$ cat src/rtl/mips_register_file_mp.sv
// Multi-port general-purpose register file for the MIPS-compatible core.
// Two write ports (A: ALU writeback, B: late load return), NUM_READ
// combinational read ports with optional same-cycle write forwarding,
// HI/LO multiply/divide registers and a per-register load-pending scoreboard.
module mips_register_file_mp #(
  parameter int DATA_WIDTH = 32,
  parameter int ADDR_WIDTH = 5,
  parameter int NUM_READ   = 2,
  parameter int BYPASS     = 1,
  parameter int DEBUG_REG  = 2
) (
  input  logic                             clk,
  input  logic                             reset,
  input  logic [NUM_READ*ADDR_WIDTH-1:0]   read_reg,
  output logic [NUM_READ*DATA_WIDTH-1:0]   read_data,
  output logic [NUM_READ-1:0]              read_pending,
  input  logic                             write_enable_a,
  input  logic [ADDR_WIDTH-1:0]            write_reg_a,
  input  logic [DATA_WIDTH-1:0]            write_data_a,
  input  logic                             write_enable_b,
  input  logic [ADDR_WIDTH-1:0]            write_reg_b,
  input  logic [DATA_WIDTH-1:0]            write_data_b,
  input  logic                             reserve_enable,
  input  logic [ADDR_WIDTH-1:0]            reserve_reg,
  input  logic                             hilo_write_enable,
  input  logic [DATA_WIDTH-1:0]            hi_write_data,
  input  logic [DATA_WIDTH-1:0]            lo_write_data,
  output logic [DATA_WIDTH-1:0]            hi_data,
  output logic [DATA_WIDTH-1:0]            lo_data,
  output logic [DATA_WIDTH-1:0]            read_data_debug
);

  localparam int                     DEPTH   = 2**ADDR_WIDTH;
  localparam logic [ADDR_WIDTH-1:0]  DBG_IDX = ADDR_WIDTH'(DEBUG_REG);
  localparam bit                     BYP     = (BYPASS != 0);

  logic [DATA_WIDTH-1:0] r_regs [DEPTH];
  logic [DEPTH-1:0]      r_pending;
  logic [DEPTH-1:0]      w_pending_next;
  logic [DATA_WIDTH-1:0] r_hi;
  logic [DATA_WIDTH-1:0] r_lo;

  // Writes to register 0 are dropped here so it stays hard-wired to zero.
  logic w_wr_a;
  logic w_wr_b;
  assign w_wr_a = write_enable_a && (write_reg_a != '0);
  assign w_wr_b = write_enable_b && (write_reg_b != '0);

  // Register array update; port A is applied last so it wins a same-index collision.
  always_ff @(posedge clk) begin
    if (reset) begin
      for (int k = 0; k < DEPTH; k++) begin
        r_regs[k] <= '0;
      end
    end else begin
      if (w_wr_b) r_regs[write_reg_b] <= write_data_b;
      if (w_wr_a) r_regs[write_reg_a] <= write_data_a;
    end
  end

  // Scoreboard next state: load return clears, a new reserve sets (reserve wins).
  always_comb begin
    w_pending_next = r_pending;
    if (w_wr_b)         w_pending_next[write_reg_b] = 1'b0;
    if (reserve_enable) w_pending_next[reserve_reg] = 1'b1;
    w_pending_next[0] = 1'b0;
  end

  // Scoreboard register.
  always_ff @(posedge clk) begin
    if (reset) r_pending <= '0;
    else       r_pending <= w_pending_next;
  end

  // HI/LO pair, always written together.
  always_ff @(posedge clk) begin
    if (reset) begin
      r_hi <= '0;
      r_lo <= '0;
    end else if (hilo_write_enable) begin
      r_hi <= hi_write_data;
      r_lo <= lo_write_data;
    end
  end

  assign hi_data         = r_hi;
  assign lo_data         = r_lo;
  assign read_data_debug = r_regs[DBG_IDX];

  // Independent read ports; forwarding priority A over B mirrors the write collision rule.
  for (genvar g = 0; g < NUM_READ; g++) begin : g_rd
    logic [ADDR_WIDTH-1:0] w_idx;
    logic                  w_hit_a;
    logic                  w_hit_b;
    assign w_idx   = read_reg[g*ADDR_WIDTH +: ADDR_WIDTH];
    assign w_hit_a = BYP && w_wr_a && (write_reg_a == w_idx);
    assign w_hit_b = BYP && w_wr_b && (write_reg_b == w_idx);
    assign read_data[g*DATA_WIDTH +: DATA_WIDTH] =
      (w_idx == '0) ? '0 :
      w_hit_a       ? write_data_a :
      w_hit_b       ? write_data_b :
                      r_regs[w_idx];
    assign read_pending[g] = w_hit_b ? 1'b0 : r_pending[w_idx];
  end

endmodule

$ cat config.mk
export PLATFORM = sky130hd
export DESIGN_NAME = mips_register_file_mp
export DESIGN_NICKNAME = d
export VERILOG_FILES = /design/src/rtl/mips_register_file_mp.sv
export SDC_FILE = /design/constraint.sdc
export NUM_CORES = 2
export LEC_CHECK = 0
export CAP_MARGIN = 0
export CORE_MARGIN = 5
export CORE_UTILIZATION = 40
export DETAILED_ROUTE_END_ITERATION = 16
export GPL_TIMING_DRIVEN = 0
export MAX_ROUTING_LAYER = met4
export PLACE_DENSITY_LB_ADDON = 0.08
export SLEW_MARGIN = 30
export SYNTH_ARGS = -nofsm -noshare
export SYNTH_HDL_FRONTEND = slang
export SYNTH_SLANG_ARGS = --single-unit
export TNS_END_PERCENT = 10
$ cat constraint.sdc
create_clock -name clk -period 4.2 [get_ports clk]
set_input_delay 0.42 -clock clk [delete_from_list [all_inputs] [get_ports clk]]
set_output_delay 0.42 -clock clk [all_outputs]
set_load 0.01 [all_outputs]
## After elaboration in Yosys (flattened, before gate mapping)

Memory sizes are Yosys's and may differ from the RTL's.
Index checks and enable logic that the tools add are counted.

- Magnitude comparators: 6
- Eq/ne operators: 4
- Mux-type cells: 32
- Bitwise operators: 3
- Reductions and logical operators: 14

Operators with widths:

| operator | number |
|---|---|
| 32-bit two-way mux | 10 |
| 32-bit OR reduction | 2 |
| 32-bit bitwise AND | 1 |
| 32-bit inverter | 1 |
| 32-bit bitwise OR | 1 |
| 5-bit by 6-bit less-than comparator with 1-bit output (second input constant) | 4 |
| 5-bit equality test | 4 |
| 1-bit two-way mux | 16 |
| 1-bit binary-select mux with 5-bit select | 2 |
| 1-bit demux with 5-bit select | 2 |
| 5-bit by 1-bit >= comparator with 1-bit output (second input constant) | 2 |
| 5-bit logical NOT | 2 |
| 5-bit two-way mux | 2 |
| 5-bit nonzero test | 2 |
| 1-bit logical AND | 8 |

- Bits in registers: 96
- Bits in writable memories: 1024
- Input port bits: 159
- Output and inout port bits: 162
- Logic and storage cells: 64
- Memories kept: 1

Memory list:

| memory | depth | bits a word | rd ports | clocked after Yosys merged registers in | wr ports | line | text |
|---|---|---|---|---|---|---|---|
| r_regs | 32 | 32 | 3 | 0 | 32 | 37 | `logic [DATA_WIDTH-1:0] r_regs [DEPTH];` |

## Depth between registers and ports, before layout

- Depth after elaboration: 9
- Depth in mapped cells: 10

## Worst setup path before layout

No wires, ideal clock.

- Path kind: input port to flip-flop
- From: input write_reg_b[0]
- To: memory r_regs[8][0], enable pin
- Arrival: 3.581 ns
- Data required time: 3.734 ns
- Slack: 0.153 ns
- Stages: 5
- Buffers on the path: 2
- Cell sequence: clkbuf_1 > nand2b_1 > or3_1 > clkbuf_1 > o21ai_0

RTL lines:

| element | line | text |
|---|---|---|
| start, declared | 21 | `input logic [ADDR_WIDTH-1:0] write_reg_b,` |
| end, declared | 37 |  |

## Worst setup path in the final report

- From: input read_reg[7]
- To: output read_data[54]

- Cells in the longest elaborated chain, start to end: 5

Ends and longest elaborated chain:

| element | line | text |
|---|---|---|
| start, declared | 14 | `input logic [NUM_READ*ADDR_WIDTH-1:0] read_reg,` |
| parallel branches: the longest is 4 deep, another holds memory read 32 x 32 bit | - |  |
| 32-bit two-way mux * | 99 | `(w_idx == '0) ? '0 :` |
| end, declared | 15 | `output logic [NUM_READ*DATA_WIDTH-1:0] read_data,` |

Every way passes the cells marked *.

==> flow_summary.json <==
{
  "die_width_um": 409.3,
  "fin_cells": 7171,
  "insertion_delay_ps": 780,
  "synth_seq_area_share": 0.5119,
  "syn_inst": 4457,
  "nets": 5115,
  "whs_ps": 229.1,
  "required_ps": 3780,
  "seq_power_share": 0.421,
  "finalCritPeriodShare": 1.060,
  "max_freq_ghz": 0.2247,
  "place_area_um2": 71070,
  "clkPwrFrac": 0.380,
  "slew_headroom": 0.2016,
  "rsz0062_at_grt": "true",
  "violations": "negative setup slack",
  "dr.pass1.iters": 9,
  "cts_num_sinks": 1119,
  "die_h_um": 409.3,
  "htree_levels": 4,
  "setup_ws_ps": -250.6,
  "finClkSkew_ps": 0,
  "grt_max_degree": 33,
  "antenna_found_initial": 33,
  "ys_warn_count": 0,
  "fin_area_um2": 77080,
  "netSwitchingFraction": 0.3101,
  "end_kind": "primary output",
  "synth_ff_type": "edfxtp_1",
  "setup.worst_path.start_class": "input port",
  "rows": 146,
  "grt.total_usage": 0.4955,
  "grt-ovfl-total": 0,
  "drtIter0Drc": 10580,
  "fin_setup_tns_ps": -5735,
  "synth_edf_count": 1024,
  "setup_violations": 52,
  "ys_ff_latch": 1119,
  "fp.dieArea_um2": 167600,
  "finalHoldViolCount": 0,
  "start_util": 0.4027,
  "peakVddDrop_uv": 425.7,
  "syn_avg_cell_area_um2": 14.31,
  "drv_cap": 0,
  "drt-total-wl_um": 416100,
  "grt_pass1_vias": 51390,
  "dpl_worst_slack_ps": -1660,
  "cts_tree": "done",
  "switching_power_mw": 9.732,
  "core_um2": 158400,
  "synth_area_um2": 63790,
  "port_buffers": 252,
  "internal_power_mw": 21.66,
  "cts_made_buffers": 136,
  "io_pins": 321,
  "holdCritPathClass": "input port to register",
  "path_max_fanout": 10,
  "cp.arrival_ps": 4030,
  "drc_errors": 0,
  "dpl.cell_count": 6886,
  "report.final.slew_viol_count": 0,
  "cts_root_buffer": "clkbuf_16",
  "synthArstFlopShare": 0,
  "grt_pass1_wl_um": 525200,
  "dpl.hpwl_um": 306400,
  "power_mw": 31.39,
  "wl_per_cell_um": 58.02,
  "finish.utilization": 0.4867,
  "yosysUniqueCellTypes": 58,
  "combPwrFrac": 0.199,
  "p_leak_nw": 26.18,
  "routabilityCongestion": 1.156,
  "vias_per_cell": 7.827,
  "layout-drive-gt1-share": 0.2702,
  "tightest_slew_ps": 1198,
  "outcome": "complete, but fails checks",
  "layout_min_cycle_time_ps": 4451,
  "crit_type": "input port to primary output",
  "drtAntennaViolNets": 0,
  "vias": 56130,
  "clockBufferDepth": 3,
  "clk_pin_slew_worst_paths_ps": 60,
  "area_delta_synth_final_pct": 20.84,
  "p_per_area_nw_per_um2": 407.2
}
cells in the mapped netlist, drive strengths merged (3+ instances only):
library cell,count,share of area
edfxtp,1024,0.48
a22o,1004,0.14
mux4,547,0.19
clkbuf,435,0.026
buf,256,0.021
nor2,194,0.011
mux2i,186,0.029
nand2,120,0.0071
dfxtp,95,0.030
o21ai,67,0.0053
a21oi,61,0.0048
o22ai,60,0.0059
nor3,57,0.0045
a211oi,44,0.0052
mux2,28,0.0049
a22oi,27,0.0032
nor2b,27,0.0026
and3,25,0.0025
o2111ai,25,0.0034
a221oi,15,0.0021
or3,15,0.0015
nor4,14,0.0022
o211ai,14,0.0016
xor2,14,0.0019
a31oi,12,0.0013
nand3,12,0.0010
o221ai,11,0.0015
inv,10,0.00059
nor3b,9,0.0011
nand2b,7,0.00069
xnor2,6,0.00082
nand4,5,0.00049
or2,5,0.00049
nand3b,4,0.00047
and2,3,0.00029
or3b,3,0.00041
or4,3,0.00035
power by group through the flow:
stage / Clock, mW / Sequential [mW] / Combinational (mW)
final: 11.9 / 13.2 / 6.24
after global placement: 0 / 13.4 / 5.32
after global routing: 12.2 / 13.3 / 6.06
after detailed placement: 0 / 13.4 / 5.55
after floorplan: 0 / 13.3 / 2.49
after CTS: 11.8 / 13.2 / 5.77
state kept, by name, summed over array words and instances, names as in the netlist:
name / count
hi_data: 32
lo_data: 32
r_regs: 1024
r_pending: 31
worst max-delay path: stages:
cell,delay [ps]
clkdlybuf4s50_1,530
buf_8,220
buf_16,240
buf_2,230
buf_12,240
mux4_2,380
mux2i_4,580
o22ai_1,200
a211oi_2,300
nor3_2,120
clkdlybuf4s50_1,500
worst paths after layout:
check | startpoint | end | slack, ps | cells after the start
max | read_reg[7] | read_data[54] | -250 | 11
min | write_data_a[22] | r_regs[29][22] | 230 | 2
max reg2reg | r_pending[12] | r_pending[12] | 3470 | 2
min reg2reg | r_pending[13] | r_pending[13] | 490 | 2
kinds of logic (layout without fill, tap and decap cells):
logic type / Yosys count / count (layout) / synth area share
buffers and inverters: 701 / 1275 / 0.04718
and+or+nand+nor: 506 / 506 / 0.03749
muxes: 761 / 761 / 0.2273
other: 1 / 69 / 0.00005879
DFF: 1119 / 1119 / 0.5119
xor gates and xnor gates: 20 / 20 / 0.002746
AOI/OAI and AO/OA: 1349 / 1349 / 0.1734
cell usage in the layout (no fill, tap or decap), drive strengths merged, types with 11 or more instances in the layout:
cell,count
a211oi,44
a21oi,61
a221oi,15
a22o,1004
a22oi,27
a31oi,12
and3,25
buf,331
clkbuf,615
clkdlybuf4s50,248
clkinv,50
conb,32
dfxtp,95
diode,37
edfxtp,1024
inv,15
mux2,28
mux2i,186
mux4,547
nand2,120
nand3,12
nor2,194
nor2b,27
nor3,57
nor4,14
o2111ai,25
o211ai,14
o21ai,67
o221ai,11
o22ai,60
or3,15
xor2,14
timing repair:
action	4_1_cts	5_1_grt
setup endpoints to repair	66	58
pin swaps	7	5
gates resized for setup	325	82
gates cloned	0	0
hold buffers	0	0
buffers inserted	4	3
cell type report:
type | count | area [µm²]
buffer | 688 | 3755
antenna | 37 | 92.59
clock inverter | 67 | 554.3
inverter | 10 | 37.54
multi-input combinational | 2668 | 29590
fill | 13890 | 81300
tap | 2072 | 2592
clock buffer | 177 | 3736
sequential | 1119 | 32650
timing repair buffer | 333 | 4068
per-layer routing:
| layer | vias to the layer above | global-route usage | part of all wire |
|---|---|---|---|
| met5 | - | - | 0 |
| met1 | 29070 | 0.5782 | 0.34 |
| met3 | 1443 | 0.2783 | 0.18 |
| li1 | 19630 | - | - |
| met4 | 0 | 0.3420 | 0.093 |
| met2 | 5984 | 0.6392 | 0.39 |
No activity file was read; power rests on OpenSTA's default activity.
